`config.mk`:
```
export PLATFORM = sky130hd
export DESIGN_NAME = mdu_seq_ctrl
export DESIGN_NICKNAME = d
export VERILOG_FILES = /design/src/rtl/mdu_seq_ctrl_pkg.sv /design/src/rtl/mdu_seq_ctrl_negate.sv /design/src/rtl/mdu_seq_ctrl.sv
export SDC_FILE = /design/constraint.sdc
export NUM_CORES = 1
export LEC_CHECK = 0
export ABC_AREA = 1
export ABC_CLOCK_PERIOD_IN_PS = 19100
export CORE_UTILIZATION = 35
export DETAILED_ROUTE_END_ITERATION = 6
export GPL_TIMING_DRIVEN = 0
export HOLD_SLACK_MARGIN = 0.15
export PLACE_DENSITY = 0.62
export RECOVER_POWER = 100
export REMOVE_ABC_BUFFERS = 1
export SETUP_SLACK_MARGIN = 0.3
export SLEW_MARGIN = 30
export SYNTH_ARGS = -nofsm -noshare
export SYNTH_HDL_FRONTEND = slang
export SYNTH_SLANG_ARGS = --single-unit
```
`constraint.sdc`:
```
create_clock -name clk_i -period 19.1 [get_ports clk_i]
set_clock_uncertainty 0.1 [all_clocks]
set_input_delay 2.865 -clock clk_i [delete_from_list [all_inputs] [get_ports clk_i]]
set_output_delay 2.865 -clock clk_i [all_outputs]
set_load 0.005 [all_outputs]
```
`src/rtl/mdu_seq_ctrl_pkg.sv`:
```
// Shared definitions for the iterative multiply/divide sequencer:
// op and state encodings, the iteration count and small op decoders.
package mdu_seq_ctrl_pkg;

  localparam logic [1:0] MDU_MULT  = 2'b00;
  localparam logic [1:0] MDU_MULTU = 2'b01;
  localparam logic [1:0] MDU_DIV   = 2'b10;
  localparam logic [1:0] MDU_DIVU  = 2'b11;

  localparam int MDU_ITER = 32;

  typedef enum logic [1:0] {
    ST_IDLE = 2'b00,
    ST_RUN  = 2'b01,
    ST_FIX  = 2'b10,
    ST_DONE = 2'b11
  } state_e;

  function automatic logic op_is_signed(input logic [1:0] op);
    return ~op[0];
  endfunction

  function automatic logic op_is_div(input logic [1:0] op);
    return op[1];
  endfunction

endpackage

```
`src/rtl/mdu_seq_ctrl_negate.sv`:
```
// Combinational conditional two's-complement negator.
// Passes the value through unchanged when en_i is low.
module mdu_negate #(
  parameter int W = 32
) (
  input  logic         en_i,
  input  logic [W-1:0] val_i,
  output logic [W-1:0] val_o
);

  assign val_o = en_i ? (~val_i + {{(W-1){1'b0}}, 1'b1}) : val_i;

endmodule

```
`src/rtl/mdu_seq_ctrl.sv`:
```
// Iterative MULT/MULTU/DIV/DIVU sequencer owning the HI/LO registers.
// Signed ops run on magnitudes; signs are restored in a single FIX step.
module mdu_seq_ctrl
  import mdu_seq_ctrl_pkg::*;
#(
  parameter int WIDTH = MDU_ITER
) (
  input  logic             clk_i,
  input  logic             reset_i,
  input  logic             start_i,
  input  logic [1:0]       op_i,
  input  logic [WIDTH-1:0] a_i,
  input  logic [WIDTH-1:0] b_i,
  input  logic             abort_i,
  input  logic             hi_we_i,
  input  logic             lo_we_i,
  input  logic [WIDTH-1:0] wdata_i,
  output logic             busy_o,
  output logic             done_o,
  output logic             dz_o,
  output logic [WIDTH-1:0] hi_o,
  output logic [WIDTH-1:0] lo_o
);

  localparam int CW = $clog2(WIDTH) + 1;

  state_e             state_q, state_d;
  logic [1:0]         op_q, op_d;
  logic               sa_q, sa_d, sb_q, sb_d;
  logic [WIDTH-1:0]   mag_a_q, mag_a_d, mag_b_q, mag_b_d, a_raw_q, a_raw_d;
  logic [CW-1:0]      cnt_q, cnt_d;
  logic [2*WIDTH-1:0] acc_q, acc_d;
  logic [WIDTH-1:0]   rem_q, rem_d;
  logic [WIDTH-1:0]   hi_q, hi_d, lo_q, lo_d;
  logic               busy_q, busy_d, done_q, done_d, dz_q, dz_d;

  logic [WIDTH-1:0]   a_mag, b_mag, q_fix, r_fix;
  logic [2*WIDTH-1:0] p_fix;
  logic [WIDTH:0]     mul_sum, div_shift;
  logic [WIDTH-1:0]   div_sub;
  logic               div_ge;
  logic               in_signed, q_sign, p_sign;

  assign in_signed = op_is_signed(op_i);
  assign q_sign    = op_is_signed(op_q) & (sa_q ^ sb_q);
  assign p_sign    = q_sign;

  mdu_negate #(.W(WIDTH)) u_neg_a (.en_i(in_signed & a_i[WIDTH-1]), .val_i(a_i), .val_o(a_mag));
  mdu_negate #(.W(WIDTH)) u_neg_b (.en_i(in_signed & b_i[WIDTH-1]), .val_i(b_i), .val_o(b_mag));
  mdu_negate #(.W(WIDTH)) u_neg_q (.en_i(q_sign), .val_i(acc_q[WIDTH-1:0]), .val_o(q_fix));
  mdu_negate #(.W(WIDTH)) u_neg_r (.en_i(op_is_signed(op_q) & sa_q), .val_i(rem_q), .val_o(r_fix));
  mdu_negate #(.W(2*WIDTH)) u_neg_p (.en_i(p_sign), .val_i(acc_q), .val_o(p_fix));

  // Multiply keeps {partial product, remaining multiplier bits} in acc_q;
  // divide shifts dividend bits out of acc_q[WIDTH-1:0] and quotient bits in.
  assign mul_sum   = {1'b0, acc_q[2*WIDTH-1:WIDTH]} + (acc_q[0] ? {1'b0, mag_a_q} : '0);
  assign div_shift = {rem_q, acc_q[WIDTH-1]};
  assign div_ge    = (div_shift >= {1'b0, mag_b_q});
  assign div_sub   = div_shift[WIDTH-1:0] - mag_b_q;

  always_comb begin
    state_d = state_q;
    op_d    = op_q;
    sa_d    = sa_q;
    sb_d    = sb_q;
    mag_a_d = mag_a_q;
    mag_b_d = mag_b_q;
    a_raw_d = a_raw_q;
    cnt_d   = cnt_q;
    acc_d   = acc_q;
    rem_d   = rem_q;
    hi_d    = hi_q;
    lo_d    = lo_q;
    busy_d  = busy_q;
    done_d  = 1'b0;
    dz_d    = dz_q;

    case (state_q)
      ST_IDLE: begin
        if (hi_we_i) hi_d = wdata_i;
        if (lo_we_i) lo_d = wdata_i;
        if (start_i) begin
          state_d = ST_RUN;
          op_d    = op_i;
          sa_d    = in_signed & a_i[WIDTH-1];
          sb_d    = in_signed & b_i[WIDTH-1];
          mag_a_d = a_mag;
          mag_b_d = b_mag;
          a_raw_d = a_i;
          cnt_d   = '0;
          dz_d    = 1'b0;
          busy_d  = 1'b1;
          rem_d   = '0;
          acc_d   = {{WIDTH{1'b0}}, (op_is_div(op_i) ? a_mag : b_mag)};
        end
      end
      ST_RUN: begin
        if (abort_i) begin
          state_d = ST_IDLE;
          busy_d  = 1'b0;
        end else begin
          cnt_d = cnt_q + CW'(1);
          if (op_is_div(op_q)) begin
            rem_d              = div_ge ? div_sub : div_shift[WIDTH-1:0];
            acc_d[WIDTH-1:0]   = {acc_q[WIDTH-2:0], div_ge};
          end else begin
            acc_d = {mul_sum, acc_q[WIDTH-1:1]};
          end
          if (cnt_q == CW'(WIDTH - 1)) state_d = ST_FIX;
        end
      end
      ST_FIX: begin
        if (abort_i) begin
          state_d = ST_IDLE;
          busy_d  = 1'b0;
        end else begin
          state_d = ST_DONE;
          if (op_is_div(op_q)) begin
            acc_d[WIDTH-1:0] = q_fix;
            rem_d            = r_fix;
          end else begin
            acc_d = p_fix;
          end
        end
      end
      ST_DONE: begin
        state_d = ST_IDLE;
        busy_d  = 1'b0;
        done_d  = 1'b1;
        if (!op_is_div(op_q)) begin
          hi_d = acc_q[2*WIDTH-1:WIDTH];
          lo_d = acc_q[WIDTH-1:0];
        end else if (mag_b_q == '0) begin
          hi_d = a_raw_q;
          lo_d = '1;
          dz_d = 1'b1;
        end else begin
          hi_d = rem_q;
          lo_d = acc_q[WIDTH-1:0];
        end
      end
      default: state_d = ST_IDLE;
    endcase
  end

  always_ff @(posedge clk_i or posedge reset_i) begin
    if (reset_i) begin
      state_q <= ST_IDLE;
      op_q    <= '0;
      sa_q    <= 1'b0;
      sb_q    <= 1'b0;
      mag_a_q <= '0;
      mag_b_q <= '0;
      a_raw_q <= '0;
      cnt_q   <= '0;
      acc_q   <= '0;
      rem_q   <= '0;
      hi_q    <= '0;
      lo_q    <= '0;
      busy_q  <= 1'b0;
      done_q  <= 1'b0;
      dz_q    <= 1'b0;
    end else begin
      state_q <= state_d;
      op_q    <= op_d;
      sa_q    <= sa_d;
      sb_q    <= sb_d;
      mag_a_q <= mag_a_d;
      mag_b_q <= mag_b_d;
      a_raw_q <= a_raw_d;
      cnt_q   <= cnt_d;
      acc_q   <= acc_d;
      rem_q   <= rem_d;
      hi_q    <= hi_d;
      lo_q    <= lo_d;
      busy_q  <= busy_d;
      done_q  <= done_d;
      dz_q    <= dz_d;
    end
  end

  assign busy_o = busy_q;
  assign done_o = done_q;
  assign dz_o   = dz_q;
  assign hi_o   = hi_q;
  assign lo_o   = lo_q;

endmodule

```
* Yosys cells after proc, flatten, opt, wreduce, memory -nomap -nowiden
Cells that the tools add are included.
** Word-level totals
- Bits in registers :: 271
- Input port bits :: 104
- Output and inout bits :: 67
** Cells by class
- $add $sub $neg :: 8
- $lt $le $gt $ge :: 1
- Equal/unequal tests :: 19
- Muxes and demuxes :: 46
- Bitwise logic cells :: 12
- Reduce and logical (&&, ||, !) cells :: 16
** Operator list (number)
- 32-bit two-way mux :: 22
- 64-bit two-way mux :: 4
- 64-bit one-hot mux with 3 select lines :: 1
- 32-bit by 1-bit adder with 32-bit output, second input constant :: 4
- 32-bit inverter :: 4
- 32-bit one-hot mux with 2 select lines :: 2
- 32-bit one-hot mux with 3 select lines :: 1
- 64-bit by 1-bit adder with 64-bit output, second input constant :: 1
- 64-bit inverter :: 1
- 32-bit by 32-bit adder with 33-bit output :: 1
- 33-bit by 32-bit greater-or-equal comparator with 1-bit output :: 1
- 32-bit zero test :: 1
- 32-bit subtractor :: 1
- 2-bit != test, second input constant :: 11
- 7-bit AND reduction :: 2
- 6-bit two-way mux :: 2
- 6-bit one-hot mux with 2 select lines :: 1
- 2-bit AND reduction :: 5
- 2-bit two-way mux :: 4
- 2-bit one-hot mux with 4 select lines :: 1
- 6-bit by 1-bit adder with 6-bit output, second input constant :: 1
- 6-bit by 5-bit == test with 1-bit output, second input constant :: 1
- 1-bit two-way mux :: 6
- 2-bit by 1-bit != test with 1-bit output, second input constant :: 3
- 15 further kinds :: 21

* Longest topological paths before layout
- Depth after elaboration :: 6
- Mapped depth :: 20
- Depth with buffers taken out :: 19

* Hierarchy
Synthesis repeated with hierarchy kept, for this count alone.
** Second synthesis, totals
- Cell total of the unflattened synthesis :: 4398
- Area total of the unflattened synthesis :: 25997.4 um2
** By module, submodules not included
- mdu_seq_ctrl :: instances 1, cells each 2992, area an instance 19097.1 um2, seq. area each 6781.5 um2
- mdu_negate (u_neg_a ...) :: instances 4, cells each 227, area an instance 1108.6 um2, seq. area each 0.0 um2
- mdu_negate (u_neg_p) :: instances 1, cells each 498, area an instance 2466.1 um2, seq. area each 0.0 um2

* Worst setup path after synthesis
OpenSTA, ideal clock, no wires.
- Path type :: input-to-reg
- Start :: input a_i[0]
- End :: register acc_q[28]
- Setup time :: 127 ps
- Arrival time :: 4263 ps
- Data required time :: 18873 ps
- Path slack :: 14610 ps
- Cell stages on the path :: 15
- Path through :: inv_1 > ha_1 > nand3_1 > inv_1 > nand2_1 > inv_1 > nand3_1 > o21ai_0 > nand2_1 > nand2_1 > nand3_1 > nand2_1 > nand2_1 > nand2_1 > o21ai_0
** Between the ends
- Word-level cells in the longest chain between the ends :: 6
** Ends and longest elaborated chain
- start: declaration :: line mdu_seq_ctrl.sv:12 : input logic [WIDTH-1:0] a_i,
- 32-bit inverter :: line mdu_seq_ctrl_negate.sv:11 : assign val_o = en_i ? (~val_i + {{(W-1){1'b0}}, 1'b1}) : val_i;
- 32-bit by 1-bit adder with 32-bit output :: line mdu_seq_ctrl_negate.sv:11
- 32-bit two-way mux :: line mdu_seq_ctrl_negate.sv:11
- 32-bit two-way mux :: line mdu_seq_ctrl.sv:94 : acc_d = {{WIDTH{1'b0}}, (op_is_div(op_i) ? a_mag : b_mag)};
- 64-bit two-way mux :: line mdu_seq_ctrl.sv:82 : if (start_i) begin
- 64-bit one-hot mux with 3 select lines :: line mdu_seq_ctrl.sv:78 : case (state_q)
- end signal: assignment :: line mdu_seq_ctrl.sv:156 : acc_q <= '0;
- end signal: assignment :: line mdu_seq_ctrl.sv:172 : acc_q <= acc_d;
- end: declaration :: line mdu_seq_ctrl.sv:32 : logic [2*WIDTH-1:0] acc_q, acc_d;
No other way between the ends. The select of a mux whose other input is x is not followed.
A chain may end at the register's enable or synchronous reset.

* Worst setup path in the final report
- Start :: input start_i
- End :: register acc_q[34]
** Between the ends
- Word-level cells in the longest chain between the ends :: 2
** Ends and longest elaborated chain
- start: declaration :: line mdu_seq_ctrl.sv:10 : input logic start_i,
- 2-bit != test (no source line)
- 7-bit AND reduction (no source line)
No other way between the ends.

==> reports/results.txt <==
The flow ran to the end, but the final reports show violations. The checks that failed: DRC, capacitance limit, slew limit. The fill cell instance count of the final layout is 6871.

The logs give 3688 for the synthesized instance count and 270 for the TritonCTS sink count. Counting the buffers created by CTS gives 34. Worst hold path class: flop to flop. The top-level I/O count was 171. From synthesis to final layout, the design area changed by 16.3%.

Once the floorplan was initialized, standard cells occupied 35.6% of the core. At the end of the flow, the number of nets in the layout was 3950. Post-synthesis average cell area: 6.12 um^2. The most numerous cell type found on the critical path is nor2_1.

For this design the static power due to leakage is 13.1 nW. In this run the post-CTS setup repair buffer count came out at 0. The overall fraction of global-route tracks in use is 29.5%. The port buffer count works out to 170.

The clock reaches the later pin of the worst-skew pair after 570 ps. Yosys printed 0 warnings. The number of nets still failing antenna checks after routing was 0; the share of the clock period used by the worst path was 52.0%.

The run gives -216% as the max-slew headroom at the worst pin. The clock transition at the registers of the reported paths is 60 ps, and the overall die width is 256 um. The count of buffer and inverter cells on the critical path works out to 3.

STA classifies the critical path endpoint as a flop. Summing over every cut layer, the via total after detailed routing is 25600. The library cell contributing the largest single delay on the critical path was nor2_1. The maximum VDD drop came out at 0.0000938 V.

Gates resized during post-CTS repair numbered 0. The standard-cell row count was 92. The logs give 0 for the number of hold violations in the final report and 0 ps for the summed negative setup slack over all endpoints. The total overflow left after global routing is 0. For this block, the initial DRC count from the detailed router was 3408. The sequential cells in the finished layout cover a total of 0.00676 mm^2. Yosys mapped the design onto 50 distinct sky130hd cell types. In this run, synthesis produced a sequential element count of 270.

The initial antenna violation count was 6. In this run the clock root is driven by a clkbuf_16. Critical setup path kind: input port to flop. Prior to clock tree synthesis, the placed netlist has a worst setup slack of 12690 ps. The hold-fix buffer count after cts came out at 0. On the critical path the largest part of the delay comes from simple AND/OR/NAND/NOR gates.

After layout, the minimum clock period comes to 9930 ps. The first global-routing pass estimated 147000 um of wire. The die is 256 um tall. Walking the worst path, the cells encountered are dlygate4sd3_1, nor2_1, a211oi_1, inv_1, or2_0, a21oi_1, clkinvlp_2, nor2_1, nand2_1, o21ai_0.

Setup repair after global routing left no endpoint under its margin. CTS built an H-tree with a depth of 2. No sink is reached through more buffers than the 3 on the longest clock path. For this run, the register share of the synthesized area comes to 29.9%. Number of failing setup endpoints in the final timing report: 0.

The area of the multi-input gates came out at 0.0136 mm^2. The most used flip-flop cell after synthesis is dfrtp_1. The congestion estimate from routability-driven global placement came to 1.01.

Routed wire length per instance: 21.3 um. The first TritonRoute pass finished after 7 iterations. The actual transition at the worst max-transition pin came out at 4740 ps.

The synthesized design contains 0 enable-type register cells. At the worst endpoint, the required time is 19460 ps. Summed over all layers, the routed wires come to 98900 um.

After legalization and detailed placement, the total HPWL measured 77400 um. The least setup slack across all paths after layout is 9170 ps, and the share of flip-flops with an asynchronous set or reset after synthesis is 100%. The logs give 13 for the max-capacitance violation count and 11 for the remaining design rule violation count. The library cell used most frequently in the layout, excluding fill and tap cells, is nand2_1. STA classifies the critical path startpoint as an input port.

0 antenna diodes ended up in the layout. The largest single stage delay on the critical path is 2200 ps. The number of pins with negative max-slew slack in the final report came out at 684. The die covers 0.0655 mm^2. The post-route netlist has 2.87% of its cells at a drive strength greater than 1. The tools report the pin count of the biggest net entering global routing as 95. Based on the critical path, the design can be clocked at up to 101 MHz. The highest net fanout along the worst path was 32; the worst endpoint data arrival time was 10290 ps. The tools report the via count of the first global-routing pass as 23400. TritonCTS built the clock tree. In the layout the commonest cells are nand2_1 (1184), inv_1 (431), nor2_1 (411). The routed via count divided by cell count works out to 5.52. The power per cell area was 192 mW/mm^2. The core region is 0.0634 mm^2. The synthesized netlist occupies a cell area of 0.0226 mm^2.
## layout make-up
class	count	area share, %
timing repair buffer	183	7.16
clock buffer	44	3.58
multi-input combinational	2836	51.9
inverter	446	6.41
sequential	270	25.8
clock inverter	18	1.20
tap	846	4.03
## metal layers
layer  vias to the layer above  track usage [%]  share of wire [%]
met1                     12000             42.5                 44
met5                         -                0              0.061
met2                      1288             43.7                 42
met3                       180             4.39                9.3
li1                      12200                -                  -
met4                         8             11.6                4.3
## path summary, 6_finish.rpt
| check | start | to | slack (ps) | depth (start not counted) |
|---|---|---|---|---|
| worst max register to register | state_q[0]$_DFFE_PP0P_ | acc_q[34]$_DFFE_PP0P_ | 10570 | 9 |
| max in group asynchronous | reset_i | mag_a_q[5]$_DFFE_PP0P_ | 9540 | 3 |
| worst min register to register | hi_o[4]$_DFFE_PP0P_ | hi_o[4]$_DFFE_PP0P_ | 370 | 2 |
| worst max-delay path | start_i | acc_q[34]$_DFFE_PP0P_ | 9170 | 10 |
| worst min-delay path | hi_o[4]$_DFFE_PP0P_ | hi_o[4]$_DFFE_PP0P_ | 370 | 2 |
| min in group asynchronous | reset_i | done_o$_DFF_PP0_ | 3730 | 2 |
## kinds of logic after synthesis
family / after synthesis / synth area share, %
AO/OA/AOI/OAI: 590 / 14.9
XOR/XNOR: 55 / 2.13
flip-flops: 270 / 29.9
buffers and inverters: 582 / 9.90
adder cells (fa/ha/maj): 75 / 4.22
AND/OR/NAND/NOR: 2116 / 38.9
## Yosys cell counts (4+ instances only)
cell | n | share of area (%)
a21o_1 | 4 | 0.13
a21oi_1 | 159 | 3.5
a221oi_1 | 16 | 0.62
a31oi_1 | 18 | 0.50
a32o_1 | 26 | 1.2
and3_1 | 6 | 0.17
buf_1 | 12 | 0.20
buf_2 | 11 | 0.24
buf_6 | 4 | 0.20
clkbuf_1 | 108 | 1.8
dfrtp_1 | 270 | 30
ha_1 | 73 | 4.0
inv_1 | 437 | 7.3
inv_2 | 5 | 0.083
nand2_1 | 1187 | 20
nand3_1 | 367 | 8.1
nand3b_1 | 13 | 0.43
nand4_1 | 52 | 1.4
nor2_1 | 413 | 6.9
nor3_1 | 36 | 0.80
nor4_1 | 15 | 0.42
o211ai_1 | 7 | 0.23
o21ai_0 | 268 | 5.9
o21ai_1 | 17 | 0.38
o21bai_1 | 10 | 0.33
o221ai_1 | 9 | 0.35
o22ai_1 | 37 | 1.0
o31ai_1 | 4 | 0.13
or2_2 | 16 | 0.44
xnor2_1 | 20 | 0.78
xor2_1 | 35 | 1.4
## through the flow
step,power [mW],std cells,cell area (um^2),util [%],hold slack (ps)
floorplan,3.05,3552,22000,-,349
global placement,4.21,4568,24800,39.1,364
detailed placement,4.29,4581,25300,39.8,366
CTS,5.05,4643,26500,41.8,382
global route,5.43,4643,26200,41.4,399
finish,5.05,4643,26200,41.4,373
## registers in the layout (all words and copies together), names as in the netlist, 2 cells and up
signal / flops
cnt_q: 6
op_q: 2
acc_q: 64
rem_q: 32
mag_a_q: 32
mag_b_q: 32
hi_o: 32
lo_o: 32
a_raw_q: 31
state_q: 2
## report_power, final
group	internal [mW]	leakage (nW)	switching (mW)	total [mW]
sequential	0.838	3.41	0.260	1.10
clock	0.458	0.610	0.286	0.744
combinational	1.00	9.12	2.21	3.21
total	2.30	13.1	2.75	5.05
## worst register-to-register path, cell delays in order (launching register included)
cell        delay, ps
dfrtp_1           430
ha_1              900
a211oi_1          650
inv_1              60
or2_0             870
a21oi_1          1600
clkinvlp_2       1270
nor2_1           2200
nand2_1           170
o21ai_0           170
(Power assumes the default switching activity.)
